### config.mk
export PLATFORM = sky130hd
export DESIGN_NAME = mem_arbiter
export DESIGN_NICKNAME = d
export VERILOG_FILES = /design/src/rtl/mem_arbiter.sv
export SDC_FILE = /design/constraint.sdc
export NUM_CORES = 1
export LEC_CHECK = 0
export BUFFER_PORTS_ARGS = -buffer_cell sky130_fd_sc_hd__buf_2
export CAP_MARGIN = 25
export CORE_AREA = 5 5 107 109
export DETAILED_ROUTE_END_ITERATION = 8
export DIE_AREA = 0 0 112 114
export MAX_ROUTING_LAYER = met4
export PLACE_DENSITY = 0.66
export SKIP_CTS_REPAIR_TIMING = 1
export SLEW_MARGIN = 30
export SYNTH_ARGS = -nofsm -noshare
export SYNTH_HDL_FRONTEND = slang
export SYNTH_SLANG_ARGS = --single-unit
### constraint.sdc
create_clock -name clk -period 4.7 [get_ports clk]
set_input_delay 0.235 -clock clk [delete_from_list [all_inputs] [get_ports clk]]
set_output_delay 0.235 -clock clk [all_outputs]
set_load 0.03 [all_outputs]
### src/rtl/mem_arbiter.sv
// Two-port round-robin arbiter sharing one byte-masked, word-organised memory
// between the core (port 0) and the DMA/program loader (port 1). Each granted
// access runs IDLE -> ACCESS -> RESP, or IDLE -> RESP when the mask/address pair
// is illegal, and ends with a one-cycle done pulse to the owner.
module mem_arbiter #(
    parameter int ADDR_W      = 32,
    parameter int WAIT_CYCLES = 0
) (
    input  logic              clk,
    input  logic              rst,
    input  logic              p0_req,
    input  logic              p1_req,
    input  logic              p0_we,
    input  logic              p1_we,
    input  logic [3:0]        p0_mask,
    input  logic [3:0]        p1_mask,
    input  logic [ADDR_W-1:0] p0_addr,
    input  logic [ADDR_W-1:0] p1_addr,
    input  logic [31:0]       p0_wdata,
    input  logic [31:0]       p1_wdata,
    output logic              p0_done,
    output logic              p1_done,
    output logic              p0_err,
    output logic              p1_err,
    output logic [31:0]       rdata,
    output logic              busy,
    output logic              mem_we,
    output logic [3:0]        mem_mask,
    output logic [ADDR_W-1:0] mem_addr,
    output logic [31:0]       mem_wdata,
    input  logic [31:0]       mem_rdata
);

    localparam logic [3:0] LAST_CNT = 4'(WAIT_CYCLES);

    typedef enum logic [1:0] {
        IDLE   = 2'd0,
        ACCESS = 2'd1,
        RESP   = 2'd2
    } state_t;

    state_t            state;
    state_t            state_nx;
    logic              owner;
    logic              last_grant;
    logic              err_q;
    logic [3:0]        cnt;
    logic [31:0]       rdata_q;
    logic              any_req;
    logic              grant;
    logic              grant_legal;
    logic              last_cycle;
    logic              own_we;
    logic [3:0]        own_mask;
    logic [ADDR_W-1:0] own_addr;
    logic [31:0]       own_wdata;

    // Full words, aligned halves and single bytes whose mask sits on the lane
    // selected by the low address bits are the only shapes the memory accepts.
    function automatic logic legal_access(input logic [3:0] mask, input logic [1:0] lane);
        logic ok;
        ok = 1'b0;
        case (mask)
            4'b1111, 4'b0011: ok = (lane == 2'd0);
            4'b1100:          ok = (lane == 2'd2);
            default:          ok = (mask == (4'b0001 << lane));
        endcase
        return ok;
    endfunction

    assign any_req     = p0_req | p1_req;
    // A lone requester wins; with both requesting, the port that lost last time wins.
    assign grant       = (p0_req && p1_req) ? ~last_grant : p1_req;
    assign grant_legal = grant ? legal_access(p1_mask, p1_addr[1:0])
                               : legal_access(p0_mask, p0_addr[1:0]);
    assign last_cycle  = (cnt == LAST_CNT);

    // Memory fields follow the owner's live inputs, which are held stable until done.
    assign own_we    = owner ? p1_we    : p0_we;
    assign own_mask  = owner ? p1_mask  : p0_mask;
    assign own_addr  = owner ? p1_addr  : p0_addr;
    assign own_wdata = owner ? p1_wdata : p0_wdata;
    assign rdata     = rdata_q;

    // State register; reset abandons any access in flight.
    always_ff @(posedge clk or negedge rst) begin
        if (!rst) state <= IDLE;
        else      state <= state_nx;
    end

    // Next-state decode.
    always_comb begin
        state_nx = state;
        case (state)
            IDLE:    if (any_req) state_nx = grant_legal ? ACCESS : RESP;
            ACCESS:  if (last_cycle) state_nx = RESP;
            RESP:    state_nx = IDLE;
            default: state_nx = IDLE;
        endcase
    end

    // Grant bookkeeping, wait-state counter and read capture.
    always_ff @(posedge clk or negedge rst) begin
        if (!rst) begin
            owner      <= 1'b0;
            last_grant <= 1'b1;
            err_q      <= 1'b0;
            cnt        <= 4'd0;
            rdata_q    <= 32'd0;
        end else begin
            case (state)
                IDLE: begin
                    if (any_req) begin
                        owner      <= grant;
                        last_grant <= grant;
                        err_q      <= ~grant_legal;
                        cnt        <= 4'd0;
                    end
                end
                ACCESS: begin
                    if (last_cycle) begin
                        if (!own_we) rdata_q <= mem_rdata;
                    end else begin
                        cnt <= cnt + 4'd1;
                    end
                end
                default: ;
            endcase
        end
    end

    // Output decode: memory bus only in ACCESS, strobe only in its final cycle,
    // done/err only to the owner in RESP.
    always_comb begin
        busy      = (state != IDLE);
        mem_we    = 1'b0;
        mem_mask  = 4'd0;
        mem_addr  = '0;
        mem_wdata = 32'd0;
        p0_done   = 1'b0;
        p1_done   = 1'b0;
        p0_err    = 1'b0;
        p1_err    = 1'b0;
        case (state)
            ACCESS: begin
                mem_mask  = own_mask;
                mem_addr  = own_addr;
                mem_wdata = own_wdata;
                mem_we    = own_we && last_cycle;
            end
            RESP: begin
                p0_done = ~owner;
                p1_done = owner;
                p0_err  = ~owner && err_q;
                p1_err  = owner && err_q;
            end
            default: ;
        endcase
    end

endmodule

==> results.tsv, run 1 <==
stage	metric	value	unit
run_status	outcome	completed	
grt	initial antenna violation count	0	
timing	clock skew	0.00584	ns
cts	CTS Buffer Depth	2	
grt	Total GRT Usage	0.160	
finish	layout cell share with drive strength beyond 1	0.585	
synthesis	syn_area_per_cell	10.2	um2
setup_path	critical path class	register to output pin	
drt	Avg WL per Cell	15.0	um
placed_design	I/O Buffers	279	
synthesis	synth cell count leaders	80 x nor2_1, 69 x mux2i_1, 40 x dfrtp_1	
timing	Worst Max-Slew Pin Slew	0.953	ns
finish	Layout Nets	738	
min_path	hold path startpoint	mem_rdata[21]	
setup_path	crit-path cells	buf_4 > and3b_1 > and2_1 > buf_2	
die	Initial Utilization	0.284	
synthesis	Synth Area in Simple Gates	0.145	
setup_path	Crit-path slowest cell	buf_4	
power_and_ir_drop	VDD IR-drop max	270	uV
drt	vias	3207	
min_path	Worst Hold Path EP	rdata[21]	
synthesis	mapped cell area	2980	um2
timing	achievable clock frequency	399	MHz
cts	root buffer cell	clkbuf_8	
setup_path	critical path required time	4.47	ns
setup_path	CP peak stage delay	0.75	ns
power_and_ir_drop	power per cell area	509	nW/um2
timing	Final Hold Violating Endpoints	0	
placed_design	HPWL Detailed	8870	um
setup_path	register-to-register setup slack	2.43	ns
setup_path	Critical Path AT	2.27	ns
timing	slack of the critical path	2.19	ns
synthesis	Synth Area in XOR/XNOR	0.00587	
finish	n_diodes	0	
setup_path	r2r endpoint	rdata[13]	
drt	vias per cell	4.57	
die	die height	114	um
drt	WL final	10600	um
placed_design	pre-CTS WS	2.43	ns
synthesis	multiplexer area fraction after synthesis	0.398	
drt	DRC viols	0	
power_and_ir_drop	Power, Total	2330	uW
synthesis	synth warn	0	
synthesis	Yosys top cell area share	0.335	
cts	CTS tree	done	
timing	Final min period	2.51	ns
drt	drt initial violations	118	
cts	clk sinks	41	
setup_path	CP max FO	61	
die	Core Area	10500	um2
synthesis	top post-synthesis cells by area	dfrtp_1 34%, mux2i_1 23%, mux2_4 15%	
synthesis	ys async rst share	1.00	
power_and_ir_drop	total leakage power	0.00278	uW
synthesis	Post-Syn Instances	292	
setup_path	reg2reg path depth	5	
synthesis	adder-cell area share of the yosys netlist	0.00839	
cts	H-tree Lvls	2	
synthesis	area leader, netlist	dfrtp_1	
finish	P&R area growth vs syn	53.7	%
timing	Max-slew headroom	0.364	
cts	clock transition at the registers of the reported paths	0.08	ns
grt	vias in the first global route	3324	
die	I/O pin total	280	
timing	RSZ-0062 raised after global routing	false	
setup_path	Worst setup EP type	output pin	
synthesis	Unique masters post-synth	40	
grt	first-pass GRT wire length	16300	um
min_path	HP Class	primary input to register	
synthesis	cell with the most instances after synthesis	nor2_1	
flow_run	max-cap check violation count	0	
setup_path	crit start category	register	
timing	Setup Viol. Count Final	0	
synthesis	Seq/Total Area, Yosys	0.344	
timing	max-slew violation count	0	
drt	1st-pass router iterations	4	
finish	# fillers	1043	
synthesis	largest family of logic cells by synthesized area	multiplexers	
grt	grt ovf	0	
setup_path	reg-to-reg startpoint	cnt[0]	
cts	clk_lat worst skew	0.29	ns
min_path	Hold Path Stages	2	
timing	setup TNS	0	ns
finish	Final Core Density	0.437	
synthesis	complex-gate fraction of the synthesized area	0.0591	
cts	cts bufs inserted	5	
synthesis	Post-synth EDFFs	0	
grt	largest net degree at the start of global routing	69	
placed_design	Final GP Congestion	0.913	
synthesis	post-synthesis register bit count	41	
die	Cell Rows	38	
synthesis	Syn Nets	468	
die	die area	12800	um2
drt	Detail Route Antenna Nets	0	
timing	fin crit share	0.534	
die	width of the die	112	um
synthesis	Synth Flop Type	dfrtp_1	
## placed cells by master (no fill, tap or decap), types with 3 or more instances in the layout
master,instances
mux2_4,30
a21oi_1,4
a31oi_1,3
buf_4,3
inv_1,3
dfrtp_1,39
nor2_1,80
buf_2,278
o21ai_0,3
mux2_2,3
mux2i_1,69
nand2_1,4
a22o_1,3
clkbuf_8,5
## worst max path at each step
stage | endpoint | from | cells past startpoint | slack (ns)
2_1_floorplan | p0_err | owner | 4 | 2.56
3_3_place_gp | rdata[11] | cnt[0] | 5 | 2.49
3_5_place_dp | rdata[13] | cnt[0] | 5 | 2.43
4_1_cts | p1_err | owner | 4 | 2.19
5_1_grt | p1_err | owner | 4 | 2.08
6_report | p1_err | owner | 4 | 2.19
## worst max-delay path, delay by kind of cell, from the launching register on
kind | cells | cell delay, ns
DFF | 1 | 0.56
and+or+nand+nor | 2 | 0.40
buffers and inverters | 2 | 0.94
## metal layers
metal	global-route usage	up-vias	wire length [um]
met5	-	-	0
met2	0.275	152	5290
met1	0.196	1494	4440
li1	-	1554	-
met4	0.0321	0	99
met3	0.0329	7	723
## power by group
| part | total, uW | internal [uW] | switching (uW) |
|---|---|---|---|
| clock | 266 | 154 | 112 |
| sequential | 623 | 511 | 113 |
| combinational | 1440 | 609 | 834 |
| total | 2330 | 1270 | 1060 |
## flip-flops by register name, summed over array words and instances (netlist names)
name	flops
cnt	4
err_q	1
last_grant	1
owner	1
rdata	32
state	2
## logic make-up (layout without fill, tap and decap cells)
logic type,count (synthesis),in the layout
compound gates,24,24
xor+xnor,2,2
fa+ha+maj,2,2
buf+inv,22,292
flops,41,41
mux,103,103
simple gates,98,98
## per-stage QoR
stage | hold slack, ns | cells | cell area [um2]
after floorplan | -0.0606 | 292 | 2980
after global placement | 0.407 | 694 | 4470
after detailed placement | 0.409 | 694 | 4470
after CTS | 0.0941 | 701 | 4570
after global routing | 0.161 | 702 | 4590
final | 0.177 | 702 | 4590
## layout make-up
type                       count  area [um2]  area share
sequential                    41        1030       0.225
clock inverter                 2        35.0     0.00764
inverter                       3        11.3     0.00245
multi-input combinational    229        1840       0.402
timing repair buffer         282        1420       0.310
tap                          140         175      0.0382
clock buffer                   5        68.8      0.0150
No activity file was read; power rests on OpenSTA's default activity.
==> run 2, diff against run 1 <==
- CORE_AREA: 5 5 107 109 -> 5 5 106 108
- DIE_AREA: 0 0 112 114 -> 0 0 111 113
- PLACE_DENSITY: 0.66 -> 0.67
- clock period: 4.7 -> 2.5 ns (I/O delays scaled with it)
==> results.tsv, run 2 (synthesized netlist as in run 1, its figures left out) <==
stage	metric	value	unit	change
run_status	outcome	completed		unchanged
timing	Final Hold Violating Endpoints	0		unchanged
power_and_ir_drop	total leakage power	0.00281	uW	was 0.00278 uW
timing	Worst Max-Slew Pin Slew	0.745	ns	was 0.953 ns
timing	achievable clock frequency	442	MHz	
drt	WL final	10700	um	was 10600 um
die	die height	113	um	was 114 um
finish	Layout Nets	740		was 738
cts	clk_lat worst skew	0.30	ns	was 0.29 ns
drt	drt initial violations	146		was 118
power_and_ir_drop	VDD IR-drop max	533	uV	was 270 uV
setup_path	critical path required time	2.68	ns	was 4.47 ns
min_path	HP Class	primary input to register		unchanged
timing	clock skew	0.00998	ns	was 0.00584 ns
timing	RSZ-0062 raised after global routing	false		unchanged
setup_path	critical path class	register to register		was register to output pin
setup_path	Worst setup EP type	register		was output pin
grt	Total GRT Usage	0.166		was 0.160
finish	n_diodes	0		unchanged
timing	fin crit share	0.906		
power_and_ir_drop	power per cell area	980	nW/um2	was 509 nW/um2
drt	Detail Route Antenna Nets	0		unchanged
grt	first-pass GRT wire length	16900	um	was 16300 um
grt	grt ovf	0		unchanged
drt	vias per cell	4.61		was 4.57
setup_path	Critical Path AT	2.45	ns	was 2.27 ns
drt	Avg WL per Cell	15.3	um	was 15.0 um
die	Initial Utilization	0.294		was 0.284
finish	most common cell after layout, fill and taps aside	buf_2		unchanged
setup_path	crit start category	register		unchanged
die	Cell Rows	37		was 38
timing	max-slew violation count	0		unchanged
setup_path	CP max FO	32		was 61
timing	setup TNS	0	ns	unchanged
power_and_ir_drop	Power, Total	4550	uW	was 2330 uW
timing	Setup Viol. Count Final	0		unchanged
cts	clock transition at the registers of the reported paths	0.09	ns	was 0.08 ns
grt	initial antenna violation count	0		unchanged
cts	clk sinks	41		unchanged
placed_design	HPWL Detailed	8920	um	was 8870 um
placed_design	Final GP Congestion	0.866		was 0.913
die	Core Area	10100	um2	was 10500 um2
die	width of the die	111	um	was 112 um
finish	layout cell share with drive strength beyond 1	0.588		was 0.585
finish	max FFs per register	32		unchanged
drt	DRC viols	0		unchanged
die	I/O pin total	280		unchanged
finish	P&R area growth vs syn	55.5	%	was 53.7%
die	die area	12500	um2	was 12800 um2
grt	vias in the first global route	3502		was 3324
cts	CTS tree	done		unchanged
grt	largest net degree at the start of global routing	48		was 69
placed_design	I/O Buffers	279		unchanged
flow_run	max-cap check violation count	0		unchanged
finish	commonest cells after routing, fill and taps aside	279 x buf_2, 80 x nor2_1, 69 x mux2i_1, 39 x dfrtp_1, 30 x mux2_4		was 278 x buf_2, 80 x nor2_1, 69 x mux2i_1, 39 x dfrtp_1, 30 x mux2_4
cts	cts bufs inserted	5		unchanged
cts	H-tree Lvls	2		unchanged
timing	Final min period	2.26	ns	
drt	1st-pass router iterations	4		unchanged
timing	Max-slew headroom	0.503		was 0.364
cts	root buffer cell	clkbuf_8		unchanged
cts	CTS Buffer Depth	2		unchanged
drt	vias	3233		was 3207
-- run 2: metal layers --
metal | GRT usage | vias to the layer above | wire (um)
met2 | 0.294 | 158 | 5410
met1 | 0.188 | 1496 | 4350
li1 | - | 1557 | -
met3 | 0.0294 | 22 | 698
met4 | 0.0591 | 0 | 257
met5 | - | - | 0
-- run 2: stage by stage --
step / utilization / hold slack, ns / area [um2] / instances / setup slack (ns)
after floorplan: - / -0.171 / 2980 / 292 / 0.467
after global placement: 0.443 / 0.225 / 4490 / 692 / 0.362
after detailed placement: 0.443 / 0.239 / 4490 / 692 / 0.240
after CTS: 0.457 / -0.102 / 4630 / 700 / 0.238
after global routing: 0.458 / 0.0318 / 4640 / 701 / 0.127
final: 0.458 / 0.0502 / 4640 / 701 / 0.235
-- run 2: critical path: stages, from the launching register on --
cell and delay, ns:
dfrtp_1 0.42, inv_1 0.11, ha_1 0.16, nor3b_4 0.39
nand3_4 0.56, mux2_4 0.50
-- run 2: path summary, 6_finish.rpt --
| path | from | endpoint | slack (ns) | cells after the start |
|---|---|---|---|---|
| worst min register to register | rdata[4] | rdata[4] | 0.51 | 1 |
| worst min-delay path | mem_rdata[23] | rdata[23] | 0.05 | 2 |
| worst max register to register | cnt[0] | rdata[8] | 0.24 | 5 |
| max in group asynchronous | rst | rdata[17] | 1.44 | 3 |
| min in group asynchronous | rst | rdata[7] | 0.45 | 2 |
| worst max-delay path | cnt[0] | rdata[8] | 0.24 | 5 |
-- run 2: where the power goes --
part           internal [uW]  total (uW)  leakage [uW]  switching, uW
registers                960        1130      0.000507            175
logic                   1150        2770       0.00223           1620
clock network            402         647     0.0000687            245
-- run 2: layout make-up --
class / count / area, um2
well taps: 136 / 170
flip-flops and latches: 41 / 1030
repair buffers: 284 / 1450
fillers: 970 / 5500
multi-input cells: 229 / 1840
inverters: 3 / 11.3
clock inverters: 3 / 68.8
clock buffers: 5 / 68.8
==> run 3, diff against run 2 <==
- CTS_BUF_LIST: default -> sky130_fd_sc_hd__clkbuf_16
- CTS_CLUSTER_SIZE: default -> 10
==> results.tsv, run 3 (synthesized netlist as in run 1, its figures left out) <==
stage	metric	value	unit	change
run_status	outcome	completed		unchanged
cts	root buffer cell	clkbuf_16		was clkbuf_8
placed_design	HPWL Detailed	8920	um	unchanged
power_and_ir_drop	sw frac	0.433		was 0.448
power_and_ir_drop	combinational power share	0.584		was 0.608
power_and_ir_drop	internal power	2690	uW	was 2510 uW
die	width of the die	111	um	unchanged
timing	RSZ-0062 raised after global routing	false		unchanged
finish	# fillers	961		was 970
power_and_ir_drop	Power, Total	4740	uW	was 4550 uW
timing	Worst Max-Slew Pin Slew	0.757	ns	was 0.745 ns
finish	max FFs per register	32		unchanged
drt	Detail Route Antenna Nets	0		unchanged
drt	1st-pass router iterations	4		unchanged
setup_path	reg2reg path depth	5		unchanged
finish	Multi-input gate area	1840	um2	unchanged
timing	max-slew violation count	0		unchanged
cts	CTS Buffer Depth	2		unchanged
drt	vias per cell	4.60		was 4.61
setup_path	Worst setup EP type	register		unchanged
setup_path	reg-to-reg startpoint	cnt[0]		unchanged
drt	WL final	10700	um	about the same
setup_path	crit-path cells	inv_1 > ha_1 > nor3b_4 > nand3_4 > mux2_4		unchanged
timing	Max-slew headroom	0.495		was 0.503
drt	vias	3227		was 3233
grt	grt ovf	0		unchanged
flow_run	max-cap check violation count	0		unchanged
setup_path	crit start category	register		unchanged
die	die height	113	um	unchanged
finish	Layout Nets	740		unchanged
timing	Setup Viol. Count Final	0		unchanged
die	I/O pin total	280		unchanged
cts	cts bufs inserted	5		unchanged
timing	achievable clock frequency	444	MHz	was 442 MHz
finish	fin area	4700	um2	was 4640 um2
placed_design	Final GP Congestion	0.866		unchanged
timing	Final Hold Violating Endpoints	0		unchanged
setup_path	Critical Path AT	2.42	ns	was 2.45 ns
setup_path	CP peak stage delay	0.56	ns	about the same
min_path	HP Class	primary input to register		unchanged
die	die area	12500	um2	unchanged
cts	H-tree Lvls	2		unchanged
setup_path	critical path buffer and inverter count	1		unchanged
setup_path	Crit-path slowest cell	nand3_4		unchanged
setup_path	kind of cell adding the most delay to the critical path	simple AND/OR/NAND/NOR gates		unchanged
power_and_ir_drop	total leakage power	0.00284	uW	was 0.00281 uW
finish	commonest cells after routing, fill and taps aside	279 x buf_2, 80 x nor2_1, 69 x mux2i_1, 39 x dfrtp_1, 30 x mux2_4		unchanged
power_and_ir_drop	power per cell area	1010	nW/um2	was 980 nW/um2
timing	Final min period	2.25	ns	was 2.26 ns
setup_path	critical path class	register to register		unchanged
grt	initial antenna violation count	0		unchanged
setup_path	critical path required time	2.66	ns	was 2.68 ns
min_path	Worst Hold Path EP	rdata[15]		was rdata[23]
setup_path	register-to-register setup slack	0.25	ns	was 0.24 ns
finish	P&R area growth vs syn	57.4	%	was 55.5%
finish	n_diodes	0		unchanged
grt	vias in the first global route	3488		was 3502
drt	Avg WL per Cell	15.3	um	about the same
finish	Register Area	1030	um2	unchanged
grt	first-pass GRT wire length	16900	um	about the same
timing	fin crit share	0.901		was 0.906
finish	layout cell share with drive strength beyond 1	0.588		unchanged
drt	drt initial violations	128		was 146
power_and_ir_drop	Clk pwr share	0.176		was 0.142
min_path	hold path startpoint	mem_rdata[15]		was mem_rdata[23]
cts	clk_lat worst skew	0.28	ns	was 0.30 ns
power_and_ir_drop	Net Sw Power	2050	uW	was 2040 uW
placed_design	I/O Buffers	279		unchanged
setup_path	r2r endpoint	rdata[8]		unchanged
die	Initial Utilization	0.294		unchanged
die	Cell Rows	37		unchanged
timing	setup TNS	0	ns	unchanged
cts	clock transition at the registers of the reported paths	0.06	ns	was 0.09 ns
timing	clock skew	0.00402	ns	was 0.00998 ns
die	Core Area	10100	um2	unchanged
timing	final hold slack	0.0720	ns	was 0.0502 ns
min_path	Hold Path Stages	2		unchanged
finish	most common cell after layout, fill and taps aside	buf_2		unchanged
power_and_ir_drop	Reg power frac	0.240		was 0.249
setup_path	CP max FO	32		unchanged
grt	largest net degree at the start of global routing	48		unchanged
drt	DRC viols	0		unchanged
power_and_ir_drop	VDD IR-drop max	533	uV	about the same
placed_design	Cell Area, Placed	4490	um2	unchanged
cts	CTS tree	done		unchanged
cts	clk sinks	41		unchanged
grt	Total GRT Usage	0.165		was 0.166
run 3: worst reg2reg max path, stage by stage, from the launching register on:
cell,delay [ns]
dfrtp_1,0.41
inv_1,0.11
ha_1,0.16
nor3b_4,0.38
nand3_4,0.56
mux2_4,0.52
run 3: cell type report:
type                    instances  share of cell area
multi-input cells             229               0.392
repair buffers                284               0.308
inverters                       3             0.00240
clock buffers                   5              0.0266
clock inverters                 3              0.0147
well taps                     136              0.0362
flip-flops and latches         41               0.219
run 3: metrics by stage:
step	setup slack [ns]	utilization	cells
final	0.246	0.463	701
after CTS	0.238	0.462	700
after global routing	0.125	0.463	701
after global placement	0.362	0.443	692
after floorplan	0.467	-	292
after detailed placement	0.240	0.443	692
run 3: worst max path at each step:
stage           start        end  slack [ns]  cells past startpoint
2_1_floorplan   owner     p0_err        0.47                      4
3_3_place_gp   cnt[0]  rdata[15]        0.36                      5
3_5_place_dp   cnt[0]   rdata[8]        0.24                      5
4_1_cts        cnt[0]   rdata[8]        0.24                      5
5_1_grt        cnt[0]   rdata[8]        0.12                      5
6_report       cnt[0]   rdata[8]        0.25                      5
run 3: routing by layer:
metal | GRT usage | vias up | routed length, um
li1 | - | 1557 | -
met1 | 0.188 | 1492 | 4330
met2 | 0.293 | 159 | 5470
met3 | 0.0294 | 19 | 701
met4 | 0.0567 | 0 | 228
met5 | - | - | 0
run 3: power groups by stage:
stage | sequential [uW] | combinational, uW | clock (uW)
after CTS | 1140 | 2800 | 857
after global routing | 1170 | 2940 | 883
after global placement | 1140 | 2740 | 0
final | 1140 | 2770 | 833
after detailed placement | 1140 | 2790 | 0
after floorplan | 1620 | 1560 | 0
